File: src/rtl/cdb_pkg.sv
// -----------------------------------------------------------------------------
// cdb_pkg
// Shared types and helpers for the common-data-bus arbiter slice.
//   CDB_ROB_IX_W : default ROB index width (ROB of 8 entries)
//   cdb_entry_t  : one completed result {rob_ix, value, dest}
//   rr_next      : round-robin successor of a pointer modulo num_fu
// -----------------------------------------------------------------------------
package cdb_pkg;

    localparam int CDB_ROB_IX_W = 3;

    typedef struct packed {
        logic [CDB_ROB_IX_W-1:0] rob_ix;
        logic [31:0]             value;
        logic [31:0]             dest;
    } cdb_entry_t;

    // Next round-robin position, wrapping back to zero after num_fu-1.
    function automatic int unsigned rr_next(input int unsigned ptr, input int unsigned num_fu);
        int unsigned nxt_v;
        if (ptr + 32'd1 >= num_fu) begin
            nxt_v = 32'd0;
        end else begin
            nxt_v = ptr + 32'd1;
        end
        return nxt_v;
    endfunction

endpackage

File: src/rtl/cdb_result_fifo.sv
// -----------------------------------------------------------------------------
// cdb_result_fifo
// DEPTH-entry FIFO of cdb_entry_t holding one functional unit's completed
// results until the arbiter grants them onto the CDB.
// Optional feature macro: CDB_FLUSH_EN adds the synchronous 'clear' input.
// Ports:
//   clk_in, rst_in : clock, asynchronous active-high reset
//   clear          : (CDB_FLUSH_EN only) empty the FIFO; wins over push/pop
//   push, wr_data  : write one entry (ignored while full)
//   pop            : drop the head entry (ignored while empty)
//   rd_data        : current head entry
//   full, empty    : occupancy flags, derived from the registered count
//   count          : registered number of valid entries
// -----------------------------------------------------------------------------
module cdb_result_fifo
    import cdb_pkg::*;
#(
    parameter  int DEPTH = 2,
    localparam int CNT_W = $clog2(DEPTH + 1),
    localparam int PTR_W = (DEPTH > 1) ? $clog2(DEPTH) : 1
) (
    input  logic             clk_in,
    input  logic             rst_in,
`ifdef CDB_FLUSH_EN
    input  logic             clear,
`endif
    input  logic             push,
    input  cdb_entry_t       wr_data,
    input  logic             pop,
    output cdb_entry_t       rd_data,
    output logic             full,
    output logic             empty,
    output logic [CNT_W-1:0] count
);

    cdb_entry_t       mem_r [DEPTH];
    logic [PTR_W-1:0] wr_ptr_r;
    logic [PTR_W-1:0] rd_ptr_r;
    logic [CNT_W-1:0] count_r;
    logic             push_ok_s;
    logic             pop_ok_s;

    // Pointer increment wrapping at DEPTH (DEPTH need not be a power of two).
    function automatic logic [PTR_W-1:0] ptr_inc(input logic [PTR_W-1:0] p);
        logic [PTR_W-1:0] n_v;
        if (p == PTR_W'(DEPTH - 1)) begin
            n_v = {PTR_W{1'b0}};
        end else begin
            n_v = p + PTR_W'(1'b1);
        end
        return n_v;
    endfunction

    // Qualify requests against current occupancy so misuse cannot corrupt state.
    always_comb begin
        push_ok_s = push && (count_r != CNT_W'(DEPTH));
        pop_ok_s  = pop  && (count_r != {CNT_W{1'b0}});
    end

    // Storage write; data needs no reset because count gates visibility.
    always_ff @(posedge clk_in) begin
        if (push_ok_s) begin
            mem_r[wr_ptr_r] <= wr_data;
        end
    end

    // Pointer and occupancy bookkeeping; push+pop together leaves count unchanged.
    always_ff @(posedge clk_in or posedge rst_in) begin
        if (rst_in) begin
            wr_ptr_r <= {PTR_W{1'b0}};
            rd_ptr_r <= {PTR_W{1'b0}};
            count_r  <= {CNT_W{1'b0}};
        end
`ifdef CDB_FLUSH_EN
        else if (clear) begin
            wr_ptr_r <= {PTR_W{1'b0}};
            rd_ptr_r <= {PTR_W{1'b0}};
            count_r  <= {CNT_W{1'b0}};
        end
`endif
        else begin
            if (push_ok_s) begin
                wr_ptr_r <= ptr_inc(wr_ptr_r);
            end
            if (pop_ok_s) begin
                rd_ptr_r <= ptr_inc(rd_ptr_r);
            end
            case ({push_ok_s, pop_ok_s})
                2'b10:   count_r <= count_r + CNT_W'(1'b1);
                2'b01:   count_r <= count_r - CNT_W'(1'b1);
                default: count_r <= count_r;
            endcase
        end
    end

    assign rd_data = mem_r[rd_ptr_r];
    assign full    = (count_r == CNT_W'(DEPTH));
    assign empty   = (count_r == {CNT_W{1'b0}});
    assign count   = count_r;

endmodule

File: src/rtl/cdb_arbiter.sv
// -----------------------------------------------------------------------------
// cdb_arbiter
// Producer end of the common data bus. Each functional unit's results are
// buffered in its own FIFO; every cycle one non-empty FIFO head is chosen
// round-robin and broadcast through a register on the cdb_* outputs.
// Optional feature macro: CDB_FLUSH_EN adds flush_in (mispredict recovery),
// which empties all FIFOs, drops the broadcast and resets the rr pointer.
// Ports:
//   clk_in, rst_in  : clock, asynchronous active-high reset
//   flush_in        : (CDB_FLUSH_EN only) flush everything at the next edge
//   fu_valid_in     : per-FU result valid
//   fu_rob_ix_in    : packed ROB indices, FU i at slice i
//   fu_value_in     : packed 32-bit signed results
//   fu_dest_in      : packed 32-bit destination fields
//   fu_ready_out    : per-FU "buffer has room", from registered occupancy only
//   cdb_valid_out   : registered broadcast valid
//   cdb_rob_ix_out, cdb_value_out, cdb_dest_out : registered broadcast payload
// -----------------------------------------------------------------------------
module cdb_arbiter
    import cdb_pkg::*;
#(
    parameter  int NUM_FU    = 4,
    parameter  int BUF_DEPTH = 2,
    parameter  int ROB_IX_W  = CDB_ROB_IX_W,
    localparam int PTR_W     = $clog2(NUM_FU),
    localparam int CNT_W     = $clog2(BUF_DEPTH + 1)
) (
    input  logic                       clk_in,
    input  logic                       rst_in,
`ifdef CDB_FLUSH_EN
    input  logic                       flush_in,
`endif
    input  logic [NUM_FU-1:0]          fu_valid_in,
    input  logic [NUM_FU*ROB_IX_W-1:0] fu_rob_ix_in,
    input  logic [NUM_FU*32-1:0]       fu_value_in,
    input  logic [NUM_FU*32-1:0]       fu_dest_in,
    output logic [NUM_FU-1:0]          fu_ready_out,
    output logic                       cdb_valid_out,
    output logic [ROB_IX_W-1:0]        cdb_rob_ix_out,
    output logic signed [31:0]         cdb_value_out,
    output logic [31:0]                cdb_dest_out
);

    cdb_entry_t        wr_entry_s [NUM_FU];
    cdb_entry_t        head_s     [NUM_FU];
    logic [CNT_W-1:0]  count_s    [NUM_FU];
    logic [NUM_FU-1:0] push_s;
    logic [NUM_FU-1:0] pop_s;
    logic [NUM_FU-1:0] full_s;
    logic [NUM_FU-1:0] empty_s;
    logic [PTR_W-1:0]  rr_ptr_r;
    logic [PTR_W-1:0]  winner_s;
    logic [PTR_W-1:0]  idx_s;
    logic              grant_s;
    cdb_entry_t        sel_s;

    for (genvar i = 0; i < NUM_FU; i++) begin : g_fu
        assign wr_entry_s[i] = {fu_rob_ix_in[i*ROB_IX_W +: ROB_IX_W],
                                fu_value_in[i*32 +: 32],
                                fu_dest_in[i*32 +: 32]};
        assign push_s[i]       = fu_valid_in[i] & ~full_s[i];
        // Ready comes from the registered count alone: a full FIFO stays
        // not-ready even in a cycle where it is being popped.
        assign fu_ready_out[i] = (count_s[i] != CNT_W'(BUF_DEPTH));
        assign pop_s[i]        = grant_s && (winner_s == PTR_W'(i));

        cdb_result_fifo #(
            .DEPTH (BUF_DEPTH)
        ) u_fifo (
            .clk_in  (clk_in),
            .rst_in  (rst_in),
`ifdef CDB_FLUSH_EN
            .clear   (flush_in),
`endif
            .push    (push_s[i]),
            .wr_data (wr_entry_s[i]),
            .pop     (pop_s[i]),
            .rd_data (head_s[i]),
            .full    (full_s[i]),
            .empty   (empty_s[i]),
            .count   (count_s[i])
        );
    end

    // Round-robin pick: first non-empty FIFO at or after rr_ptr_r, wrapping.
    always_comb begin
        grant_s  = 1'b0;
        winner_s = rr_ptr_r;
        idx_s    = rr_ptr_r;
        for (int k = 0; k < NUM_FU; k++) begin
            if (!grant_s && !empty_s[idx_s]) begin
                grant_s  = 1'b1;
                winner_s = idx_s;
            end else begin
                grant_s  = grant_s;
            end
            idx_s = PTR_W'(rr_next(32'(idx_s), NUM_FU));
        end
        sel_s = head_s[winner_s];
    end

    // Broadcast register and rr pointer; payload holds when nothing is granted.
    always_ff @(posedge clk_in or posedge rst_in) begin
        if (rst_in) begin
            cdb_valid_out  <= 1'b0;
            cdb_rob_ix_out <= {ROB_IX_W{1'b0}};
            cdb_value_out  <= 32'sd0;
            cdb_dest_out   <= 32'd0;
            rr_ptr_r       <= {PTR_W{1'b0}};
        end
`ifdef CDB_FLUSH_EN
        else if (flush_in) begin
            cdb_valid_out <= 1'b0;
            rr_ptr_r      <= {PTR_W{1'b0}};
        end
`endif
        else if (grant_s) begin
            cdb_valid_out  <= 1'b1;
            cdb_rob_ix_out <= sel_s.rob_ix;
            cdb_value_out  <= sel_s.value;
            cdb_dest_out   <= sel_s.dest;
            rr_ptr_r       <= PTR_W'(rr_next(32'(winner_s), NUM_FU));
        end else begin
            cdb_valid_out  <= 1'b0;
        end
    end

endmodule

File: config.mk
export PLATFORM = sky130hd
export DESIGN_NAME = cdb_arbiter
export DESIGN_NICKNAME = d
export VERILOG_FILES = /design/src/rtl/cdb_pkg.sv /design/src/rtl/cdb_result_fifo.sv /design/src/rtl/cdb_arbiter.sv
export SDC_FILE = /design/constraint.sdc
export NUM_CORES = 1
export LEC_CHECK = 0
export CAP_MARGIN = 10
export CORE_MARGIN = 2
export CORE_UTILIZATION = 45
export DETAILED_ROUTE_END_ITERATION = 10
export MAX_ROUTING_LAYER = met4
export PLACE_DENSITY = 0.67
export SYNTH_ARGS = -nofsm -noshare
export SYNTH_HDL_FRONTEND = slang
export SYNTH_SLANG_ARGS = --single-unit
export TNS_END_PERCENT = 20
File: constraint.sdc
create_clock -name clk_in -period 10.12 [get_ports clk_in]
set_input_delay 2.53 -clock clk_in [delete_from_list [all_inputs] [get_ports clk_in]]
set_output_delay 2.53 -clock clk_in [all_outputs]
set_load 0.02 [all_outputs]
# Yosys cells after proc, flatten, opt, wreduce, memory -nomap -nowiden
# Memory sizes are Yosys's and may differ from the RTL's.
# Cells that the tools add are included.
# classes
magnitude_cmp	9
bitwise	9
n_eq_ne	19
muxes	43
n_addsub	20
reduce_logical	33
# op_table
op	n
$bmux W67 S2	1
$mux W67	2
$mux W1	25
$eq A2 B2 Y1 const B	10
$pmux W2 S2	4
$reduce_bool A2 Y1	8
$ge A3 B3 Y1 const B	5
$logic_and A1 B1 Y1	15
$mux W2	7
$add A2 B1 Y3 const B	4
$lt A2 B3 Y1 const B	4
$eq A2 B1 Y1 const B	5
$logic_not A2 Y1	5
$add A1 B1 Y1 const B	8
$add A2 B1 Y2 const B	4
$bmux W1 S2	4
$ne A2 B2 Y1 const B	4
$sub A2 B1 Y2 const B	4
$logic_not A1 Y1	5
$and A1 B1 Y1	4
$not A1 Y1	4
$not A2 Y3	1
# word_totals
reg_bits	86
word_cells	154
mem_count	4
ram_bits	536
in_bits	274
# mem_list
memory	depth	word_bits	rd	rd_clocked_by_memory_dff	write_ports	line_no	rtl
g_fu[0].u_fifo.mem_r	2	67	1	0	1	cdb_result_fifo.sv:36	cdb_entry_t mem_r [DEPTH];
g_fu[1].u_fifo.mem_r	2	67	1	0	1	cdb_result_fifo.sv:36	
g_fu[2].u_fifo.mem_r	2	67	1	0	1	cdb_result_fifo.sv:36	
g_fu[3].u_fifo.mem_r	2	67	1	0	1	cdb_result_fifo.sv:36	

# Longest topological paths before layout
# Gate-level depths: netlist (run 1).
# logic_depth
word_depth	19
ltp_mapped	16
mapped_depth_nobuf	13

# Hierarchy
# From an unflattened synthesis (run 1), not the netlist that was laid out.
# unflattened
hier_cells	1508
area_unflattened_um2	25725.9
# modules_own_cells
module	area_each_um2	instances	seq_area_each_um2	cells_each
cdb_result_fifo	5123.7	4	4124.0	228
cdb_arbiter	5231.3	1	1751.7	596

# Worst setup path after synthesis (run 1)
# OpenSTA, ideal clock, no wires.
# synth_timing
path_type	input port to flip-flop
startpoint	in fu_valid_in[0]
endpoint	mem g_fu[0].u_fifo.mem_r[0][0] (netlist bit) (enable)
arrival_time_ns	5.431
path_slack_ns	4.197
path_stages	2
t_required_ns	9.628
setup_ns	0.492
n_path_buf	0
path_cell_list	nand2_1 nor2_1
# synth_between
elab_chain_cells	4
# synth_rtl
item	line_no	rtl
from (decl)	cdb_arbiter.sv:33	input logic [NUM_FU-1:0] fu_valid_in,
$and A1 B1 Y1	cdb_arbiter.sv:61	assign push_s[i] = fu_valid_in[i] & ~full_s[i];
$logic_and A1 B1 Y1	cdb_result_fifo.sv:56	push_ok_s = push && (count_r != CNT_W'(DEPTH));
$mux W1	cdb_result_fifo.sv:62	if (push_ok_s) begin
$mux W1 (implied by the code)	cdb_result_fifo.sv:63	mem_r[wr_ptr_r] <= wr_data;
to (decl)	cdb_result_fifo.sv:36	
# Every way passes these cells.

# Worst setup path after layout (run 1)
# layout_timing
startpoint	reg rr_ptr_r[0]
endpoint	reg g_fu[3].u_fifo.count_r[1]
# layout_between
elab_chain_cells	19
elab_cells_between_ends	39
cone_classes	add/sub (3); order compare (3); eq/ne (3); mux (19); reduce/logical (11)
# layout_rtl
item	line_no	rtl
from (decl)	cdb_arbiter.sv:51	logic [PTR_W-1:0] rr_ptr_r;
from (signal assigned)	cdb_arbiter.sv:109	rr_ptr_r <= {PTR_W{1'b0}};
from (signal assigned)	cdb_arbiter.sv:122	rr_ptr_r <= PTR_W'(rr_next(32'(winner_s), NUM_FU));
$add A2 B1 Y3	cdb_pkg.sv:24	nxt_v = ptr + 32'd1;
$ge A3 B3 Y1	cdb_pkg.sv:21	if (ptr + 32'd1 >= num_fu) begin
$mux W2	cdb_pkg.sv:21	
$add A2 B1 Y3 or $bmux W1 S2 (tied branches)	cdb_pkg.sv:24, cdb_arbiter.sv:91	
$ge A3 B3 Y1 or $mux W1 (tied branches)	cdb_pkg.sv:21, cdb_arbiter.sv:91	
$mux W2 or $logic_not A1 Y1 (tied branches)	cdb_pkg.sv:21, cdb_arbiter.sv:91	
$add A2 B1 Y3 (tied with other cells)	cdb_pkg.sv:24	
$ge A3 B3 Y1 or $mux W1 (tied branches)	cdb_pkg.sv:21, cdb_arbiter.sv:91	
[4 not listed]	n/a	
$logic_and A1 B1 Y1	cdb_arbiter.sv:91	if (!grant_s && !empty_s[idx_s]) begin
$mux W2	cdb_arbiter.sv:91	
$eq A2 B2 Y1	cdb_arbiter.sv:65	assign pop_s[i] = grant_s && (winner_s == PTR_W'(i));
$logic_and A1 B1 Y1 (*)	cdb_arbiter.sv:65	
$logic_and A1 B1 Y1 (*)	cdb_result_fifo.sv:57	pop_ok_s = pop && (count_r != {CNT_W{1'b0}});
via g_fu[3].u_fifo.pop_ok_s	cdb_result_fifo.sv:41	logic pop_ok_s;
$eq A2 B1 Y1 or $eq A2 B2 Y1 (tied branches)	cdb_result_fifo.sv:88	case ({push_ok_s, pop_ok_s})
$pmux W2 S2 or $reduce_bool A2 Y1 (tied branches)	n/a	
to (signal assigned)	cdb_result_fifo.sv:89	2'b10: count_r <= count_r + CNT_W'(1'b1);
to (signal assigned)	cdb_result_fifo.sv:90	2'b01: count_r <= count_r - CNT_W'(1'b1);
to (signal assigned)	cdb_result_fifo.sv:91	default: count_r <= count_r;
to (decl)	cdb_result_fifo.sv:39	logic [CNT_W-1:0] count_r;
# Mark *: on every way through the listed nets, which the timed path passes. The rest lies on a longest branch. The select of a mux whose other input is x is not followed.
# A chain may end at the register's enable or synchronous reset.

==> results.ini, run 1 <==
[drt]
routed-via-count = 16190
wl_um = 67720
dr.first_iter.drc_count = 1372
first_pass_iters = 5
wl_per_cell_um = 23.84
drcViolationCount = 0
viasPerCell = 5.697
ant_nets = 0

[timing]
finalSetupTns_ns = 0
finalHoldViolations = 0
setup_violations = 0
drv_slew = 0
timing.final.crit_share_pct = 51.25
rsz0062_at_grt = false
skew_ns = 0.02217
fmax_mhz = 192.8
period_needed_ns = 5.187
slew_headroom_pct = 20.82
worst_pin_slew_ns = 1.188

[finish]
drive_above_1_share_pct = 13.01
nets = 2303
synthToLayoutAreaGrowth_pct = 24.55

[setup_path]
worstSetupPathType = reg2reg
rrSetupSlack_ns = 4.93
critPathArrivalTime_ns = 5.70
endpoint = g_fu[3].u_fifo.count[1]
reg2reg_depth = 13
r2r_start = rr_ptr_r[0]
critPathMaxFanout = 71
end_kind = register
start_kind = register
critPathRequiredTime_ns = 10.63
r2r-end = g_fu[3].u_fifo.count[1]
crit_path_start = rr_ptr_r[0]

[clocking]
root_buffer = clkbuf_16
clockBufferDepth = 3
cts_resized = 0
post_cts_buffers = 0
tritoncts = done
cts_made_buffers = 68
clock_sinks = 622
clk_pin_slew_ns = 0.06
htree_levels = 3
cts-hold-fix-buffers = 0
clock_latency_ns = 0.60

[placement]
port_buffers = 345
dp_hpwl_um = 41490
gp_congestion = 0.8040

[worst_hold_path]
hp-class = reg2reg
hp-start = cdb_value_out[2]

[grt]
grt_pass1_wl_um = 101100
grt-ovfl-total = 0
grt_max_degree = 72
antenna_found_initial = 9
grt_usage_pct = 23.49
first_global_vias = 16350

[floorplanning]
core_mm2 = 0.05639
die_w_um = 242.9
initial_core_util_pct = 45.53
std_cell_rows = 87
dieArea_mm2 = 0.05898
io_pins = 346
die_h_um = 242.9

[synth]
yosys_warnings = 0
synth_fp_nets = 1999
yosysTopAreaCell = edfxtp_1
netlist.area_leader.share_pct = 62.69
syn_avg_cell_area_um2 = 14.94
syn_inst = 1719
ys_seq_area_share_pct = 71.07
synth_cell_types = 51
synth_edf_count = 536
syn_area_mm2 = 0.02567
synthFlopType = edfxtp_1
synth_area_leaders = edfxtp_1 63%, dfrtp_1 8.4%, mux2_2 5.8%
ys_ff_latch = 622
async_reset_ff_share_pct = 13.83

[pwr]
power_uw = 11050
ir_drop_mv = 0.4560
p_leak_uw = 0.01062
power_density_mw_per_mm2 = 345.5

[flow_run]
maxCapViolations = 0

[status]
status = finished clean

## metal layers
layer / up-vias / global-route usage, % / wire length (µm)
li1: 7299 / - / -
met1: 8153 / 30.50 / 28210
met2: 640 / 37.96 / 33460
met3: 94 / 4.080 / 4611
met4: 0 / 7.127 / 1431
met5: - / - / 0
## flip-flops by register name, summed over array words and instances (netlist names)
name                  flops
g_fu.u_fifo.rd_ptr_r      4
g_fu.u_fifo.count         8
cdb_value_out            32
cdb_dest_out             32
rr_ptr_r                  2
cdb_rob_ix_out            3
g_fu.u_fifo.mem_r       536
g_fu.u_fifo.wr_ptr_r      4
cdb_valid_out             1
## critical path, stage by stage, from the launching register on
cell	delay (ns)
dfrtp_4	0.91
ha_1	0.51
or4b_1	0.58
o22ai_1	0.16
a31oi_1	0.14
nor2_4	0.14
buf_4	0.70
o22ai_4	0.16
inv_6	0.55
ha_1	0.26
nor3b_1	0.33
ha_1	0.32
nor2_1	0.14
xor2_1	0.15
## through the flow
| stage | util (%) | std cells | instance area [µm²] | worst slack (ns) | hold WS, ns |
|---|---|---|---|---|---|
| floorplan | - | 1719 | 25670 | 4.197 | 0.4608 |
| global placement | 52.82 | 2708 | 29780 | 4.894 | 0.4796 |
| detailed placement | 52.82 | 2708 | 29780 | 4.897 | 0.4874 |
| CTS | 56.63 | 2830 | 31930 | 4.915 | 0.5009 |
| global route | 56.71 | 2840 | 31970 | 4.635 | 0.5287 |
| finish | 56.71 | 2841 | 31980 | 4.933 | 0.4996 |
## cells by family (layout without fill, tap and decap cells)
logic type	Yosys count	in the layout	synth area share (%)
and+or+nand+nor	308	308	5.458
adders and majority gates	6	6	0.2924
muxes	212	212	8.957
xor gates and xnor gates	20	20	0.6823
AOI/OAI and AO/OA	415	415	11.22
DFF	622	622	71.07
buffers and inverters	136	492	2.315
other	0	10	0
## Yosys cell counts, drive strengths merged (65+ instances only)
cell type / number
a211oi: 66
clkbuf: 97
dfrtp: 86
edfxtp: 536
mux2: 132
mux2i: 79
nand2: 201
nor2b: 65
o2111ai: 65
o211ai: 67
o21ai: 135
o31ai: 66
## layout by cell type (no fill, tap or decap), types with 18 or more instances in the layout
cell type,count
nand2_1,201
clkbuf_1,21
o21ai_1,28
clkbuf_16,73
mux2_2,131
o2111ai_1,65
buf_4,18
edfxtp_1,536
dfrtp_1,81
a211oi_1,66
o211ai_1,67
o31ai_1,66
mux2i_1,79
o21ai_0,106
clkdlybuf4s50_1,345
nor2b_1,65
## how the worst min path moves through the flow
stage / to / slack, ns / cells after the start
finish: cdb_value_out[2] / 0.50 / 2
global placement: cdb_value_out[2] / 0.48 / 2
detailed placement: cdb_value_out[2] / 0.49 / 2
global route: cdb_dest_out[28] / 0.53 / 2
floorplan: g_fu[0].u_fifo.wr_ptr_r / 0.46 / 1
CTS: cdb_value_out[2] / 0.50 / 2
## power by group
part	internal [µW]	total, µW	switching (µW)
clock	1420	2390	971
combinational	1730	4570	2830
sequential	3610	4090	477
total	6770	11000	4280
## area by class of cell
cell class | count | area [µm²]
Inverter | 6 | 30.03
Sequential cell | 622 | 18270
Clock inverter | 24 | 187.7
Antenna cell | 10 | 25.02
Multi-Input combinational cell | 961 | 6953
Timing Repair Buffer | 364 | 3608
Tap cell | 756 | 945.9
Clock buffer | 98 | 1961
Fill cell | 4504 | 24410
(Power assumes the default switching activity.)
==> run 2: changes to the inputs <==
Settings changed: PLACE_DENSITY 0.67 to 0.7.
Clock period 10.12 ns to 4.7 ns, I/O delays scaled along.
==> run 2 against run 1 <==
  * Sequential cell count is the same
  * Clock-buffer cell count fell by 7
  * Largest cell class unchanged
  * Combinational power is 120% higher
  * Die area is the same
  * Critical endpoint is now g_fu[0].u_fifo.count[1]
  * Clock power increased by 120%
  * Setup slack worse by 4.3 ns
  * Critical path type unchanged
  * Clock skew down 0.0047 ns
  * Critical path depth did not move
  * Register-to-register slack lost 4.3 ns
==> results.ini, run 2 (synthesized netlist as in run 1, its figures left out) <==
[placement]
dp_hpwl_um = 42840
port_buffers = 345
post-place-ws_ns = 0.6628
gp_congestion = 0.8230

[timing]
finalSetupTns_ns = 0
timing.final.crit_share_pct = 86.86
rsz0062_at_grt = false
fmax_mhz = 245.0
worst_pin_slew_ns = 1.268
period_needed_ns = 4.082
setup_violations = 0
slew_headroom_pct = 15.49
finalHoldViolations = 0
skew_ns = 0.01749
drv_slew = 0
fin_ws_ns = 0.6176

[pwr]
power_density_mw_per_mm2 = 748.1
power_frac_clock_pct = 21.6
p_leak_uw = 0.01066
ir_drop_mv = 0.6529
switching_share_pct = 38.82
intPower_uw = 14680
switchingPower_uw = 9315
seqPwrFrac_pct = 37.2
power_frac_comb_pct = 41.2

[finish]
final_util_pct = 56.88
num-fill-cells = 4487
largestRegisters = g_fu.u_fifo.mem_r: 536 flops, cdb_dest_out: 32 flops, cdb_value_out: 32 flops
nets = 2304
mostFrequentLayoutCell = edfxtp_1
top_register = g_fu.u_fifo.mem_r
synthToLayoutAreaGrowth_pct = 24.91
largest_register_ffs = 536
multi_input_area_mm2 = 0.006953
drive_above_1_share_pct = 13.44
final_cell_mix = 536 x edfxtp_1, 345 x clkdlybuf4s50_1, 201 x nand2_1, 131 x mux2_2, 106 x o21ai_0
regArea_mm2 = 0.01827

[clocking]
cts-hold-fix-buffers = 0
clock_latency_ns = 0.59
htree_levels = 3
clk_pin_slew_ns = 0.06
cts_made_buffers = 66
cts_resized = 0
tritoncts = done
root_buffer = clkbuf_16
clockBufferDepth = 3
clock_sinks = 622
post_cts_buffers = 0

[setup_path]
end_kind = register
rrSetupSlack_ns = 0.62
critPathArrivalTime_ns = 4.59
crit_chain = ha_1 -> or4b_1 -> o22ai_1 -> a31oi_1 -> nor2_4 -> o22ai_4 -> inv_6 -> buf_4 -> nor3_2 -> ha_1 -> xnor2_1 -> nor2_1 -> xor2_1
start_kind = register
critPathMaxFanout = 70
r2r_start = rr_ptr_r[0]
worst-path-buf-inv = 2
critPathRequiredTime_ns = 5.21
r2r-end = g_fu[0].u_fifo.count[1]
critPathSlowestCell = buf_4
critPathMaxStageDelay_ns = 0.76
worstSetupPathType = reg2reg
cp_common_cell = ha_1
reg2reg_depth = 13
cp_top_family = simple AND/OR/NAND/NOR gates

[drt]
ant_nets = 0
dr.first_iter.drc_count = 1402
viasPerCell = 5.773
routed-via-count = 16440
drcViolationCount = 0
first_pass_iters = 6
wl_um = 69970
wl_per_cell_um = 24.57

[floorplanning]
std_cell_rows = 87
die_w_um = 242.9
die_h_um = 242.9
io_pins = 346
core_mm2 = 0.05639
dieArea_mm2 = 0.05898
initial_core_util_pct = 45.53

[worst_hold_path]
min_to = cdb_dest_out[12]
hp-start = cdb_dest_out[12]
hp-class = reg2reg
holdPathStages = 2

[grt]
grt-ovfl-total = 0
grt_usage_pct = 24.34
antenna_found_initial = 15
grt_pass1_wl_um = 104500
first_global_vias = 16850
grt_max_degree = 112

[status]
status = finished clean

[flow_run]
maxCapViolations = 0

## run 2: worst max-delay path by stage
stage                     depth (start not counted)           start                    endpoint
after floorplan                                   2  fu_valid_in[0]  g_fu[0].u_fifo.mem_r[0][0]
after global routing                             11     rr_ptr_r[0]     g_fu[2].u_fifo.count[1]
after CTS                                        10     rr_ptr_r[0]     g_fu[2].u_fifo.count[1]
after global placement                           10     rr_ptr_r[0]     g_fu[2].u_fifo.count[1]
after detailed placement                         10     rr_ptr_r[0]     g_fu[2].u_fifo.count[1]
final                                            13     rr_ptr_r[0]     g_fu[0].u_fifo.count[1]
## run 2: worst min-delay path, cell delays in order, from the launching register on
cell and delay [ns]:
dfrtp_1 0.34, nand2_1 0.05, o211ai_1 0.07
## run 2: cell type report
| cell class | count | share of cell area [%] |
|---|---|---|
| antenna | 16 | 0.1248 |
| clock buffer | 91 | 5.930 |
| clock inverter | 29 | 0.7881 |
| inverter | 6 | 0.09363 |
| multi-input combinational | 961 | 21.68 |
| sequential | 622 | 56.96 |
| tap | 756 | 2.949 |
| timing repair buffer | 367 | 11.48 |
## run 2: per-layer routing
metal  part of all wire (%)  vias up  global-route usage, %
met5                      0        -                      -
met3                    7.5      135                  4.777
met4                    2.7        0                  8.968
met2                     49      745                  39.57
li1                       -     7314                      -
met1                     41     8247                  30.37
## run 2: power by group through the flow
stage	Combinational, µW	Sequential [µW]	Clock [µW]
after floorplan	6620	8660	0
after detailed placement	9890	9050	0
after CTS	9940	8960	5250
final	9880	8930	5180
after global placement	9550	8990	0
after global routing	10700	9100	5480
## run 2: per-stage QoR
| stage | total power [µW] | hold slack (ns) | area (µm²) | instances |
|---|---|---|---|---|
| final | 23990 | 0.4913 | 32070 | 2848 |
| after global placement | 18540 | 0.4788 | 29880 | 2712 |
| after floorplan | 15290 | 0.4608 | 25670 | 1719 |
| after CTS | 24160 | 0.5018 | 32030 | 2832 |
| after global routing | 25280 | 0.5102 | 32070 | 2847 |
| after detailed placement | 18940 | 0.4887 | 29880 | 2712 |
